==> src/rtl/cp0_exc_unit.sv <==
// ============================================================================
// cp0_exc_unit : MIPS-style CP0 exception/interrupt unit with Count/Compare timer
// Revision 1.0
// ============================================================================
`default_nettype none

module cp0_exc_unit #(
    parameter int          N_HWINT     = 6,
    parameter int          COUNT_DIV   = 2,
    parameter int          SYNC_STAGES = 2,
    parameter logic [31:0] EXC_VECTOR  = 32'hBFC00380
) (
    input  logic               clk,
    input  logic               reset,
    input  logic               commit_valid,
    input  logic [31:0]        commit_pc,
    input  logic               commit_bd,
    input  logic [6:0]         exc_req,
    input  logic [31:0]        badvaddr_in,
    input  logic               eret,
    input  logic               mtc0_wen,
    input  logic [4:0]         cp0_addr,
    input  logic [31:0]        cp0_wdata,
    output logic [31:0]        cp0_rdata,
    input  logic [N_HWINT-1:0] hw_int,
    output logic               flush,
    output logic [31:0]        flush_pc,
    output logic               exl
);

    localparam int         PW             = (COUNT_DIV > 1) ? $clog2(COUNT_DIV) : 1;
    localparam logic [4:0] c_ADDR_BADV    = 5'd8;
    localparam logic [4:0] c_ADDR_COUNT   = 5'd9;
    localparam logic [4:0] c_ADDR_COMPARE = 5'd11;
    localparam logic [4:0] c_ADDR_STATUS  = 5'd12;
    localparam logic [4:0] c_ADDR_CAUSE   = 5'd13;
    localparam logic [4:0] c_ADDR_EPC     = 5'd14;
    localparam logic [1:0] c_BAD_HOLD     = 2'd0;
    localparam logic [1:0] c_BAD_PC       = 2'd1;
    localparam logic [1:0] c_BAD_DATA     = 2'd2;

    logic [SYNC_STAGES-1:0][N_HWINT-1:0] r_sync;
    logic [7:0]  r_im;
    logic [1:0]  r_ip_sw;
    logic        r_exl, r_ie, r_bd, r_ti;
    logic [4:0]  r_exc_code;
    logic [31:0] r_epc, r_badv, r_count, r_compare;
    logic [PW-1:0] r_presc;

    logic [5:0]  w_hw6;
    logic [7:0]  w_ip;
    logic        w_int, w_exc, w_eret, w_wen, w_tick, w_count_wr, w_cmp_wr;
    logic [4:0]  w_exc_code;
    logic [1:0]  w_bad_sel;
    logic [31:0] w_count_nxt;

    always_ff @(posedge clk or posedge reset) begin
        if (reset) begin
            r_sync <= '0;
        end else begin
            r_sync[0] <= hw_int;
            for (int s = 1; s < SYNC_STAGES; s++) r_sync[s] <= r_sync[s-1];
        end
    end

    always_comb begin
        w_hw6 = '0;
        w_hw6[N_HWINT-1:0] = r_sync[SYNC_STAGES-1];
    end

    // The timer interrupt shares IP[7] with the last hardware line.
    assign w_ip  = {w_hw6[5] | r_ti, w_hw6[4:0], r_ip_sw};
    assign w_int = commit_valid & r_ie & ~r_exl & (|(w_ip & r_im));
    assign w_exc = commit_valid & (w_int | (|exc_req));
    assign w_eret = commit_valid & eret & ~w_exc;
    assign w_wen  = commit_valid & mtc0_wen & ~w_exc;

    always_comb begin
        w_exc_code = 5'h00;
        w_bad_sel  = c_BAD_HOLD;
        if (w_int)           w_exc_code = 5'h00;
        else if (exc_req[0]) begin w_exc_code = 5'h04; w_bad_sel = c_BAD_PC;   end
        else if (exc_req[1]) w_exc_code = 5'h0A;
        else if (exc_req[2]) w_exc_code = 5'h0C;
        else if (exc_req[3]) w_exc_code = 5'h08;
        else if (exc_req[4]) w_exc_code = 5'h09;
        else if (exc_req[5]) begin w_exc_code = 5'h04; w_bad_sel = c_BAD_DATA; end
        else if (exc_req[6]) begin w_exc_code = 5'h05; w_bad_sel = c_BAD_DATA; end
    end

    assign flush    = ~reset & (w_exc | w_eret);
    assign flush_pc = w_exc ? EXC_VECTOR : r_epc;
    assign exl      = r_exl;

    always_ff @(posedge clk or posedge reset) begin
        if (reset) begin
            r_exl <= 1'b0; r_ie <= 1'b0; r_im <= '0; r_ip_sw <= '0;
            r_bd <= 1'b0; r_exc_code <= '0; r_epc <= '0; r_badv <= '0;
        end else begin
            if (w_exc) begin
                r_exc_code <= w_exc_code;
                r_exl      <= 1'b1;
                // A nested exception keeps the original return context.
                if (!r_exl) begin
                    r_epc <= commit_bd ? commit_pc - 32'd4 : commit_pc;
                    r_bd  <= commit_bd;
                end
                case (w_bad_sel)
                    c_BAD_PC:   r_badv <= commit_pc;
                    c_BAD_DATA: r_badv <= badvaddr_in;
                    default:    ;
                endcase
            end else if (w_eret) begin
                r_exl <= 1'b0;
            end
            if (w_wen) begin
                case (cp0_addr)
                    c_ADDR_STATUS: begin
                        r_im  <= cp0_wdata[15:8];
                        r_exl <= cp0_wdata[1];
                        r_ie  <= cp0_wdata[0];
                    end
                    c_ADDR_CAUSE: r_ip_sw <= cp0_wdata[9:8];
                    c_ADDR_EPC:   r_epc   <= cp0_wdata;
                    default:      ;
                endcase
            end
        end
    end

    assign w_count_wr  = w_wen && (cp0_addr == c_ADDR_COUNT);
    assign w_cmp_wr    = w_wen && (cp0_addr == c_ADDR_COMPARE);
    assign w_tick      = (COUNT_DIV == 1) || (&r_presc);
    assign w_count_nxt = w_count_wr ? cp0_wdata : (w_tick ? r_count + 32'd1 : r_count);

    always_ff @(posedge clk or posedge reset) begin
        if (reset) begin
            r_presc <= '0; r_count <= '0; r_compare <= '0; r_ti <= 1'b0;
        end else begin
            if (w_count_wr)         r_presc <= '0;
            else if (COUNT_DIV > 1) r_presc <= r_presc + PW'(1);
            r_count <= w_count_nxt;
            if (w_cmp_wr) r_compare <= cp0_wdata;
            if (w_cmp_wr)
                r_ti <= 1'b0;
            else if ((w_count_nxt == r_compare) && (r_count != r_compare))
                r_ti <= 1'b1;
        end
    end

    always_comb begin
        cp0_rdata = '0;
        case (cp0_addr)
            c_ADDR_BADV:    cp0_rdata = r_badv;
            c_ADDR_COUNT:   cp0_rdata = r_count;
            c_ADDR_COMPARE: cp0_rdata = r_compare;
            c_ADDR_STATUS:  cp0_rdata = {9'b0, 1'b1, 6'b0, r_im, 6'b0, r_exl, r_ie};
            c_ADDR_CAUSE:   cp0_rdata = {r_bd, r_ti, 14'b0, w_ip, 1'b0, r_exc_code, 2'b0};
            c_ADDR_EPC:     cp0_rdata = r_epc;
            default:        cp0_rdata = '0;
        endcase
    end

endmodule

`default_nettype wire

==> config.mk <==
export PLATFORM = sky130hd
export DESIGN_NAME = cp0_exc_unit
export DESIGN_NICKNAME = d
export VERILOG_FILES = /design/src/rtl/cp0_exc_unit.sv
export SDC_FILE = /design/constraint.sdc
export NUM_CORES = 1
export LEC_CHECK = 0
export ABC_AREA = 1
export CAP_MARGIN = 10
export CORE_MARGIN = 2
export CORE_UTILIZATION = 54
export DETAILED_ROUTE_END_ITERATION = 12
export PLACE_DENSITY = 0.84
export REMOVE_ABC_BUFFERS = 1
export SYNTH_ARGS = -nofsm -noshare
export SYNTH_HDL_FRONTEND = slang
export SYNTH_SLANG_ARGS = --single-unit
==> constraint.sdc <==
create_clock -name clk -period 6.4 [get_ports clk]
set_input_delay 1.28 -clock clk [delete_from_list [all_inputs] [get_ports clk]]
set_output_delay 1.28 -clock clk [all_outputs]
set_load 0.01 [all_outputs]
# Word level (Yosys, flattened, before mapping)
# Cells that the tools add are included.
# W data, S select, Z words.
[totals]
register_bits = 160
latch_bits = 0
mem_bits_rw = 0
romBits = 0
inputBits = 120
out_inout_bits = 66
memories = 0
[classes]
add_sub_neg = 3
multipliers = 0
n_div = 0
order_cmp = 0
n_eq_ne = 10
shifts = 0
muxes = 33
bitwise = 16
n_reduce_logical = 11
[ops]
columns = ["cell", "count"]
rows = [
  ["$mux W32", 8],
  ["$pmux W32 S6", 1],
  ["$pmux W32 S2", 1],
  ["$add A32 B1 Y32 const B", 1],
  ["$eq A32 B32 Y1", 1],
  ["$ne A32 B32 Y1", 1],
  ["$sub A32 B3 Y32 const B", 1],
  ["$eq A5 B4 Y1 const B", 6],
  ["$mux W4", 6],
  ["$mux W2", 8],
  ["$and A1 B1 Y1", 9],
  ["$and A8 B8 Y8", 1],
  ["$reduce_and A2 Y1", 4],
  ["$reduce_or A8 Y1", 1],
  ["$mux W1", 7],
  ["$reduce_or A7 Y1", 1],
  ["$mux W3", 2],
  ["$reduce_bool A2 Y1", 2],
  ["$logic_and A1 B1 Y1", 3],
  ["$not A1 Y1", 3],
  ["$or A1 B1 Y1", 3],
  ["$eq A2 B1 Y1 const B", 1],
  ["$eq A2 B2 Y1 const B", 1],
  ["$add A1 B1 Y1 const B", 1],
]

# Longest topological paths before layout
# Gate-level depths: netlist of the first run.
[logic_depth]
depth_word = 14
ltp_mapped = 19

# Least setup slack after synthesis of the first run
# OpenSTA, ideal clock, no wires.
[synth_timing]
path_type = "input -> output"
from = "in reset"
to = "out flush"
arrival_ns = 4.904
required_time_ns = 5.120
path_slack_ns = 0.216
cell_stages = 3
path_cell_list = "inv_1 -> nand2_1 -> inv_1"
[synth_between]
elab_chain_cells = 2
[synth_lines]
columns = ["item", "line", "rtl"]
rows = [
  ["start, declared", "14", "input logic reset,"],
  ["$not A1 Y1", "91", "assign flush = ~reset & (w_exc | w_eret);"],
  ["$and A1 B1 Y1", "91", ""],
  ["end, declared", "26", "output logic flush,"],
]
# No other way between the ends.

# Worst setup path in the final report of the first run
[layout_timing]
from = "in cp0_addr[0]"
to = "out cp0_rdata[10]"
[layout_between]
elab_chain_cells = 2
elab_cells_between_ends = 7
classes_between = "eq/ne: 6; mux: 1"
[layout_lines]
columns = ["item", "line", "rtl"]
rows = [
  ["start, declared", "22", "input logic [4:0] cp0_addr,"],
  ["$eq A5 B4 Y1", "153", "case (cp0_addr)"],
  ["$pmux W32 S6 (*)", "153", ""],
  ["end, declared", "24", "output logic [31:0] cp0_rdata,"],
]
# Every way passes the cells marked *; elsewhere a longest branch is shown, timed or not.

==> results.json, run 1 <==
{
  "element_type_at_the_critical_path_end": "output port",
  "slew_headroom": 0.290,
  "ir_drop_v": 0.000165,
  "placementRows": 51,
  "cts_htree_levels": 4,
  "tritoncts.num_buffers": 17,
  "detailedRoute.firstIterationViolations": 1398,
  "slew_viol_final": 0,
  "largest_net_degree_at_the_start_of_global_routing": 82,
  "worstHoldPathCells": 0,
  "yosys_register_bits": 159,
  "hold_viol": 0,
  "clk-insertion-delay-late_ns": 0.44,
  "worstMarginPinSlew_ns": 1.06,
  "global_route.usage.total": 0.373,
  "detailedRoute.firstPassIterationCount": 8,
  "antenna_found_initial": 1,
  "fin_cells": 1980,
  "worstHoldPathType": "register to register",
  "postSynthCellCount": 1541,
  "data_required_time_of_the_critical_path_ns": 5.12,
  "fill_cell_total_of_the_finished_layout": 1661,
  "cts.root.buffer_cell": "clkbuf_16",
  "status": "finished clean",
  "fmax_ghz": 0.180,
  "ys_types": 55,
  "vertical_extent_of_the_die_um": 145,
  "detail_route.drc_violations": 0,
  "yosysSeqAreaShare": 0.372,
  "fin_tns_setup_ns": 0,
  "leakage_nw": 6.15,
  "die-area_sq_mm": 0.0209,
  "vias": 11400,
  "vias_in_the_first_global_route": 10600,
  "time_the_final_worst_path_needs_with_i_o_delays_and_setup_ns": 5.55,
  "placeableCoreArea_sq_mm": 0.0195,
  "area_growth_syn_to_layout_pct": 24.4,
  "synthesis.area_sq_mm": 0.0107,
  "initial_utilization": 0.550,
  "totalPowerFinal_mw": 3.49,
  "clock_skew_ns": 0.0146,
  "cts_repair_resizes": 0,
  "post_cts_buffers": 0,
  "die-width_um": 145,
  "count_of_input_and_output_buffers": 185,
  "yosys_warnings": 0,
  "cts.reportedPaths.clkPinSlew_ns": 0.07,
  "cts_tree": "built",
  "post_synth.cell_area_avg_sq_um": 6.94,
  "finalCritPeriodShare": 0.866,
  "post-dp-hpwl_um": 29000,
  "synth.area.top_cells": "dfrtp_1 (37%), nand2_1 (14%), inv_1 (7.8%)",
  "clk_path_buf_depth": 2,
  "finalNetCount": 1825,
  "critical_path.startpoint_type": "input pin",
  "ff2ff_path_depth": 9,
  "rsz0062_at_grt": "false",
  "cellPowerDensity_mw_per_mm2": 262,
  "congestion_overflow_gr": 0,
  "drive_gt1_frac": 0.0706,
  "crit_arrival_ns": 4.27,
  "clock-sinks": 159,
  "critical_path.max_fanout": 25,
  "cts_hold_buf": 0,
  "placed_cells": 1948,
  "worstSetupPathType": "input pin to output port",
  "post-synth-top-area-fraction": 0.372,
  "finalWirelength_um": 38600,
  "via_per_inst": 5.78,
  "finalWeightedCongestion": 0.962,
  "synth_largest_area_cell": "dfrtp_1",
  "wire_length_of_the_first_global_routing_pass_um": 58000,
  "drtAntennaViolNets": 0,
  "final-setup-viol-count": 0,
  "pin_count": 186,
  "max_cap_violations": 0,
  "routed_length_per_placed_instance_um": 19.5,
  "insertedDiodeCount": 0
}
final timing paths:
path | end | from | slack (ns)
max in group asynchronous | r_compare[28] | reset | 3.45
worst max register to register | r_compare[1] | w_hw6[5] | 3.23
worst min register to register | w_hw6[5] | r_sync[5] | 0.35
worst max-delay path | cp0_rdata[10] | cp0_addr[0] | 0.85
worst min-delay path | w_hw6[5] | r_sync[5] | 0.35
min in group asynchronous | r_badv[5] | reset | 1.35
cell type report:
| cell class | instances | area (sq um) | area share |
|---|---|---|---|
| Clock inverter | 15 | 145 | 0.0109 |
| Timing Repair Buffer | 198 | 1950 | 0.147 |
| Inverter | 232 | 876 | 0.0658 |
| Clock buffer | 17 | 425 | 0.0320 |
| Sequential cell | 159 | 3980 | 0.299 |
| Multi-Input combinational cell | 1094 | 5600 | 0.421 |
| Tap cell | 265 | 332 | 0.0249 |
routing by layer:
metal,track usage,share of wire,wire [um]
met4,0.127,0.030,1170
met3,0.121,0.13,5140
met5,0,0,0
met2,0.558,0.44,17000
met1,0.511,0.40,15300
cells in the final DEF (no fill, tap or decap), types with 7 or more instances in the layout:
cell type,n
clkdlybuf4s50_1,185
o21ai_0,111
nand4_1,26
mux2i_1,7
mux2_2,10
xor2_1,28
nor2_1,163
a21oi_1,60
dfrtp_1,159
a221oi_1,10
nor2_2,10
nor2_4,11
nor3_1,23
o221ai_1,7
a22oi_1,9
nand2_2,11
buf_4,13
inv_2,7
nand2_1,409
a221o_1,15
nand3_1,85
o211ai_1,11
inv_6,7
o22ai_1,27
inv_1,222
clkbuf_16,17
flip-flops by register name, summed over array words and instances, names as in the netlist, 2 cells and up:
signal	count
r_badv	32
r_compare	32
r_count	32
r_epc	32
r_im	8
r_sync	6
w_hw6	6
r_exc_code	4
r_ip_sw	2
synthesized netlist by cell type (all sizes together):
library cell / number
o21ai: 117
o211ai: 12
nand4: 27
clkinv: 2
xor2: 28
inv: 230
nor2: 184
a311oi: 2
mux2: 10
nor4: 3
o2111ai: 4
a2bb2oi: 2
a22oi: 9
ha: 3
a211oi: 1
o21a: 6
and2: 1
nor3: 27
o41ai: 1
a221oi: 10
nand3b: 2
o22ai: 27
a31oi: 5
nand3: 91
or2: 5
o221ai: 7
a21oi: 62
clkbuf: 36
buf: 20
nand2: 422
a221o: 15
xnor2: 4
dfrtp: 159
mux2i: 7
worst max-delay path: stages:
cell and delay, ns:
clkdlybuf4s50_1 0.54, inv_1 0.08, nor3_2 0.56, inv_1 0.63, o21ai_0 0.35, a221oi_1 0.08, o221ai_1 0.13, clkdlybuf4s50_1 0.59
logic make-up (layout without fill, tap and decap cells):
group / Yosys count / in the layout / share of synthesized area
AOI/OAI and AO/OA: 280 / 280 / 0.161
and+or+nand+nor: 762 / 762 / 0.314
xor gates and xnor gates: 32 / 32 / 0.0262
DFF: 159 / 159 / 0.372
muxes: 17 / 17 / 0.0171
adders and majority gates: 3 / 3 / 0.00351
buffers and inverters: 288 / 462 / 0.106
metrics by stage:
step | util | setup WS (ns) | cell area, sq um | hold WS (ns)
CTS | 0.684 | 0.913 | 13300 | 0.351
finish | 0.684 | 0.855 | 13300 | 0.351
global placement | 0.654 | 1.03 | 12700 | 0.334
floorplan | - | 0.216 | 10400 | 0.331
global route | 0.684 | 0.700 | 13300 | 0.356
detailed placement | 0.654 | 0.927 | 12700 | 0.336
power by group:
group	total (mW)	internal (mW)	switching, mW	leakage [nW]
clock	1.01	0.517	0.489	0.278
combinational	1.11	0.432	0.675	4.07
sequential	1.37	1.18	0.198	1.81
(Power assumes the default switching activity.)
==> run 2: changes to the inputs <==
Settings changed: CTS_CLUSTER_SIZE set to 10, RECOVER_POWER set to 25.
==> run 2 against run 1 <==
- the run now ends with max-capacitance violations, max-slew violations left
- maximum frequency decreased by 0.96%
- clock power is essentially flat
- sequential power is essentially flat
- setup slack worse by 0.054 ns
- critical endpoint unchanged
- highest routed layer unchanged
==> results.json, run 2 (synthesized netlist as in run 1, its figures left out) <==
{
  "cts_tree": "built",
  "clk-insertion-delay-late_ns": 0.44,
  "clk_path_buf_depth": 2,
  "totalPowerFinal_mw": 3.48,
  "via_per_inst": 5.80,
  "cts_hold_buf": 0,
  "placementRows": 51,
  "crit_path_cell_trace": "clkdlybuf4s50_1 > inv_1 > nor3_2 > inv_1 > o21ai_0 > a221oi_1 > o221ai_1 > clkdlybuf4s50_1",
  "global_route.usage.total": 0.373,
  "worstSetupPathType": "input pin to output port",
  "insertedDiodeCount": 0,
  "layout.core_utilization": 0.683,
  "fmax_ghz": 0.179,
  "detail_route.drc_violations": 0,
  "layout.cells.most_common_list": "nand2_1 (410), inv_1 (222), clkdlybuf4s50_1 (176), nor2_1 (164), dfrtp_1 (159)",
  "largest_net_degree_at_the_start_of_global_routing": 82,
  "cellPowerDensity_mw_per_mm2": 262,
  "area_growth_syn_to_layout_pct": 24.3,
  "initial_utilization": 0.550,
  "tritoncts.num_buffers": 17,
  "time_the_final_worst_path_needs_with_i_o_delays_and_setup_ns": 5.60,
  "die-width_um": 145,
  "worstMarginPinSlew_ns": 2.54,
  "data_required_time_of_the_critical_path_ns": 5.12,
  "post-dp-hpwl_um": 29000,
  "hold_viol": 0,
  "clock-sinks": 159,
  "cts_htree_levels": 4,
  "vias": 11500,
  "element_type_at_the_critical_path_end": "output port",
  "detailedRoute.firstPassIterationCount": 6,
  "critical_path.startpoint_type": "input pin",
  "rsz0062_at_grt": "false",
  "timing.critical_path.max_delay_family": "buffers and inverters",
  "finalWeightedCongestion": 0.962,
  "critical_path.max_fanout": 25,
  "vertical_extent_of_the_die_um": 145,
  "combined_buffer_and_inverter_count_along_the_critical_path": 4,
  "worstHoldPathType": "register to register",
  "cts.reportedPaths.clkPinSlew_ns": 0.07,
  "vias_in_the_first_global_route": 10600,
  "finalNetCount": 1825,
  "cts_repair_resizes": 0,
  "placeableCoreArea_sq_mm": 0.0195,
  "drtAntennaViolNets": 0,
  "count_of_input_and_output_buffers": 185,
  "layout.cells.most_common": "nand2_1",
  "die-area_sq_mm": 0.0209,
  "routed_length_per_placed_instance_um": 19.5,
  "slew_viol_final": 53,
  "detailedRoute.firstIterationViolations": 1312,
  "antenna_found_initial": 1,
  "cts.root.buffer_cell": "clkbuf_16",
  "pin_count": 186,
  "finalWirelength_um": 38500,
  "crit_arrival_ns": 4.32,
  "drive_gt1_frac": 0.0688,
  "violations_in_the_final_reports": "max-capacitance violations, max-slew violations",
  "critPathSlowestCell": "inv_1",
  "hold-worst-slack_ns": 0.351,
  "fill_cell_total_of_the_finished_layout": 1666,
  "wire_length_of_the_first_global_routing_pass_um": 58000,
  "congestion_overflow_gr": 0,
  "status": "finished with violations",
  "max_cap_violations": 1,
  "leakage_nw": 6.15,
  "clock_skew_ns": 0.0127,
  "post_cts_buffers": 0,
  "final-setup-viol-count": 0,
  "slew_headroom": -0.695,
  "timing.critical_path.slowest_cell_delay_ns": 0.64,
  "fin_tns_setup_ns": 0,
  "ir_drop_v": 0.000164,
  "finalCritPeriodShare": 0.875
}
run 2: cell count changes in the layout (fill, tap and decap cells not counted), sizes merged:
cell,change
clkbuf,+1
buf,-1
clkdlybuf4s50,-9
dlygate4sd3,+9
run 2: layer usage:
layer  GRT usage  vias to the layer above  routed length [um]
li1            -                     5337                   -
met1       0.511                     5305               15400
met2       0.558                      748               17000
met3       0.121                       94                5060
met4       0.127                        0                1150
met5           0                        -                   0
run 2: metrics by stage:
step | area, sq um | setup WS (ns) | instances
floorplan | 10400 | 0.216 | 1485
global placement | 12700 | 1.03 | 1948
detailed placement | 12700 | 0.927 | 1948
CTS | 13300 | 0.913 | 1980
global route | 13300 | 0.693 | 1980
finish | 13300 | 0.801 | 1980
run 2: cell type report:
cell class                      instances  area (sq um)  area share
Inverter                              232           876      0.0659
Timing Repair Buffer                  198          1950       0.146
Sequential cell                       159          3980       0.299
Multi-Input combinational cell       1094          5590       0.421
Tap cell                              265           332      0.0249
Clock buffer                           17           425      0.0320
Clock inverter                         15           145      0.0109
run 2: final timing paths:
path	cells past startpoint	slack, ns	end	startpoint
worst max-delay path	8	0.80	cp0_rdata[10]	cp0_addr[0]
worst min-delay path	0	0.35	w_hw6[5]	r_sync[5]
worst max register to register	14	2.10	r_ti	exl
worst min register to register	0	0.35	w_hw6[5]	r_sync[5]
max in group asynchronous	3	3.33	r_count[27]	reset
min in group asynchronous	2	1.46	r_badv[5]	reset
run 2: worst reg2reg max path, cell delays in order (launching register included):
cell,delay (ns)
dfrtp_1,0.46
nor2_1,0.34
nand2_4,0.13
nand4_4,0.09
clkbuf_1,1.81
nand3_1,0.42
nand3_1,0.18
nand2_1,0.06
inv_1,0.05
nand2_1,0.06
nor2_1,0.14
nand2_1,0.10
nor2_1,0.17
nand2_1,0.12
a21oi_2,0.12
run 2: power by group:
group | switching [mW] | total, mW | internal (mW)
Combinational | 0.674 | 1.10 | 0.430
Clock | 0.487 | 1.00 | 0.517
Sequential | 0.196 | 1.37 | 1.18
Total | 1.36 | 3.48 | 2.12
==> run 3: changes to the inputs <==
Settings changed: CORE_MARGIN 2 to not set.
Clock period 6.4 ns to 6.3 ns, I/O delays scaled along.
==> run 3 against run 2 <==
- the flow still finishes with violations (max-capacitance violations, max-slew violations)
- largest cell class unchanged
- die area fell by 2.7%
- clock-buffer cell count did not move
- highest routed layer unchanged
- via count up 1.2%
- sequential cell count is the same
- first-iteration DRC count increased by 24%
- power is 2.4% higher
- routed wire length grew 1.8%
==> results.json, run 3 (synthesized netlist as in run 1, its figures left out) <==
{
  "status": "finished with violations",
  "violations_in_the_final_reports": "max-capacitance violations, max-slew violations",
  "max_cap_violations": 1,
  "worstHoldPathType": "register to register",
  "detail_route.drc_violations": 0,
  "postLayoutCellArea_sq_mm": 0.0133,
  "placementRows": 51,
  "worstSetupPathType": "input pin to output port",
  "routed_length_per_placed_instance_um": 19.8,
  "cts_htree_levels": 4,
  "cts_hold_buf": 0,
  "finalWirelength_um": 39200,
  "congestion_overflow_gr": 0,
  "clk_path_buf_depth": 2,
  "post_cts_buffers": 0,
  "leakage_nw": 6.16,
  "clk-insertion-delay-late_ns": 0.44,
  "dpl-instance-area_sq_mm": 0.0127,
  "detailedRoute.firstPassIterationCount": 6,
  "layout.cells.most_common": "nand2_1",
  "worstMarginPinSlew_ns": 2.00,
  "wire_length_of_the_first_global_routing_pass_um": 60100,
  "element_type_at_the_critical_path_end": "output port",
  "detailedRoute.firstIterationViolations": 1632,
  "vias": 11600,
  "pin_count": 186,
  "area_growth_syn_to_layout_pct": 24.5,
  "clock-sinks": 159,
  "finalWeightedCongestion": 1.00,
  "clock_skew_ns": 0.0152,
  "drive_gt1_frac": 0.0706,
  "cellPowerDensity_mw_per_mm2": 268,
  "placeableCoreArea_sq_mm": 0.0195,
  "die-area_sq_mm": 0.0204,
  "cts.reportedPaths.clkPinSlew_ns": 0.07,
  "global_route.usage.total": 0.397,
  "hold-worst-slack_ns": 0.356,
  "via_per_inst": 5.87,
  "fmax_ghz": 0.179,
  "die-width_um": 143,
  "cts_repair_resizes": 0,
  "critical_path.startpoint_type": "input pin",
  "vias_in_the_first_global_route": 10600,
  "post-dp-hpwl_um": 29400,
  "hold_viol": 0,
  "count_of_input_and_output_buffers": 185,
  "crit_arrival_ns": 4.32,
  "critical_path.max_fanout": 25,
  "cts_tree": "built",
  "cts.root.buffer_cell": "clkbuf_16",
  "slew_headroom": -0.337,
  "finalNetCount": 1825,
  "data_required_time_of_the_critical_path_ns": 5.04,
  "finalCritPeriodShare": 0.885,
  "insertedDiodeCount": 0,
  "fill_cell_total_of_the_finished_layout": 1694,
  "ir_drop_v": 0.000178,
  "tritoncts.num_buffers": 17,
  "layout.cells.most_common_list": "nand2_1 (409), inv_1 (222), clkdlybuf4s50_1 (177), nor2_1 (163), dfrtp_1 (159)",
  "rsz0062_at_grt": "false",
  "initial_utilization": 0.550,
  "largest_net_degree_at_the_start_of_global_routing": 70,
  "final-setup-viol-count": 0,
  "fin_tns_setup_ns": 0,
  "drtAntennaViolNets": 0,
  "vertical_extent_of_the_die_um": 143,
  "time_the_final_worst_path_needs_with_i_o_delays_and_setup_ns": 5.58,
  "antenna_found_initial": 0,
  "slew_viol_final": 43
}
## run 3: worst max-delay path, cell delays in order
cell             delay, ns
clkdlybuf4s50_1       0.54
nand3b_4              0.12
nor3_2                0.54
inv_1                 0.67
o22ai_1               0.32
a21oi_1               0.09
o2111ai_1             0.16
clkdlybuf4s50_1       0.60
## run 3: layout make-up
class                           count  area, sq um  share of cell area
Multi-Input combinational cell   1094         5600               0.420
Inverter                          232          872              0.0655
Clock buffer                       17          425              0.0319
Sequential cell                   159         3980               0.299
Tap cell                          265          332              0.0249
Clock inverter                     15          163              0.0122
Timing Repair Buffer              198         1950               0.146
## run 3: where the power goes
group	internal, mW	switching, mW	leakage (nW)
combinational	0.438	0.685	4.06
clock	0.533	0.514	0.285
sequential	1.19	0.202	1.81
## run 3: through the flow
stage / worst slack [ns] / utilization / total power, mW / std cells
after floorplan: 0.156 / - / 2.04 / 1485
after global placement: 0.950 / 0.654 / 2.47 / 1948
after detailed placement: 0.818 / 0.654 / 2.49 / 1948
after CTS: 0.821 / 0.685 / 3.53 / 1980
after global routing: 0.378 / 0.684 / 3.74 / 1980
final: 0.725 / 0.684 / 3.57 / 1980
## run 3: layer usage
| metal | GRT usage | vias up | share of wire |
|---|---|---|---|
| li1 | - | 5327 | - |
| met1 | 0.567 | 5448 | 0.41 |
| met2 | 0.601 | 767 | 0.44 |
| met3 | 0.0785 | 79 | 0.12 |
| met4 | 0.128 | 0 | 0.024 |
| met5 | 0 | - | 0 |
## run 3: worst paths after layout
path                            slack, ns            end   startpoint  cells past startpoint
max in group asynchronous            2.12       w_hw6[1]        reset                      4
worst max register to register       3.06   r_compare[4]      r_im[6]                     10
min in group asynchronous            1.77      r_badv[7]        reset                      2
worst min register to register       0.36       w_hw6[4]    r_sync[4]                      0
worst max-delay path                 0.72  cp0_rdata[15]  cp0_addr[3]                      8
worst min-delay path                 0.36       w_hw6[4]    r_sync[4]                      0
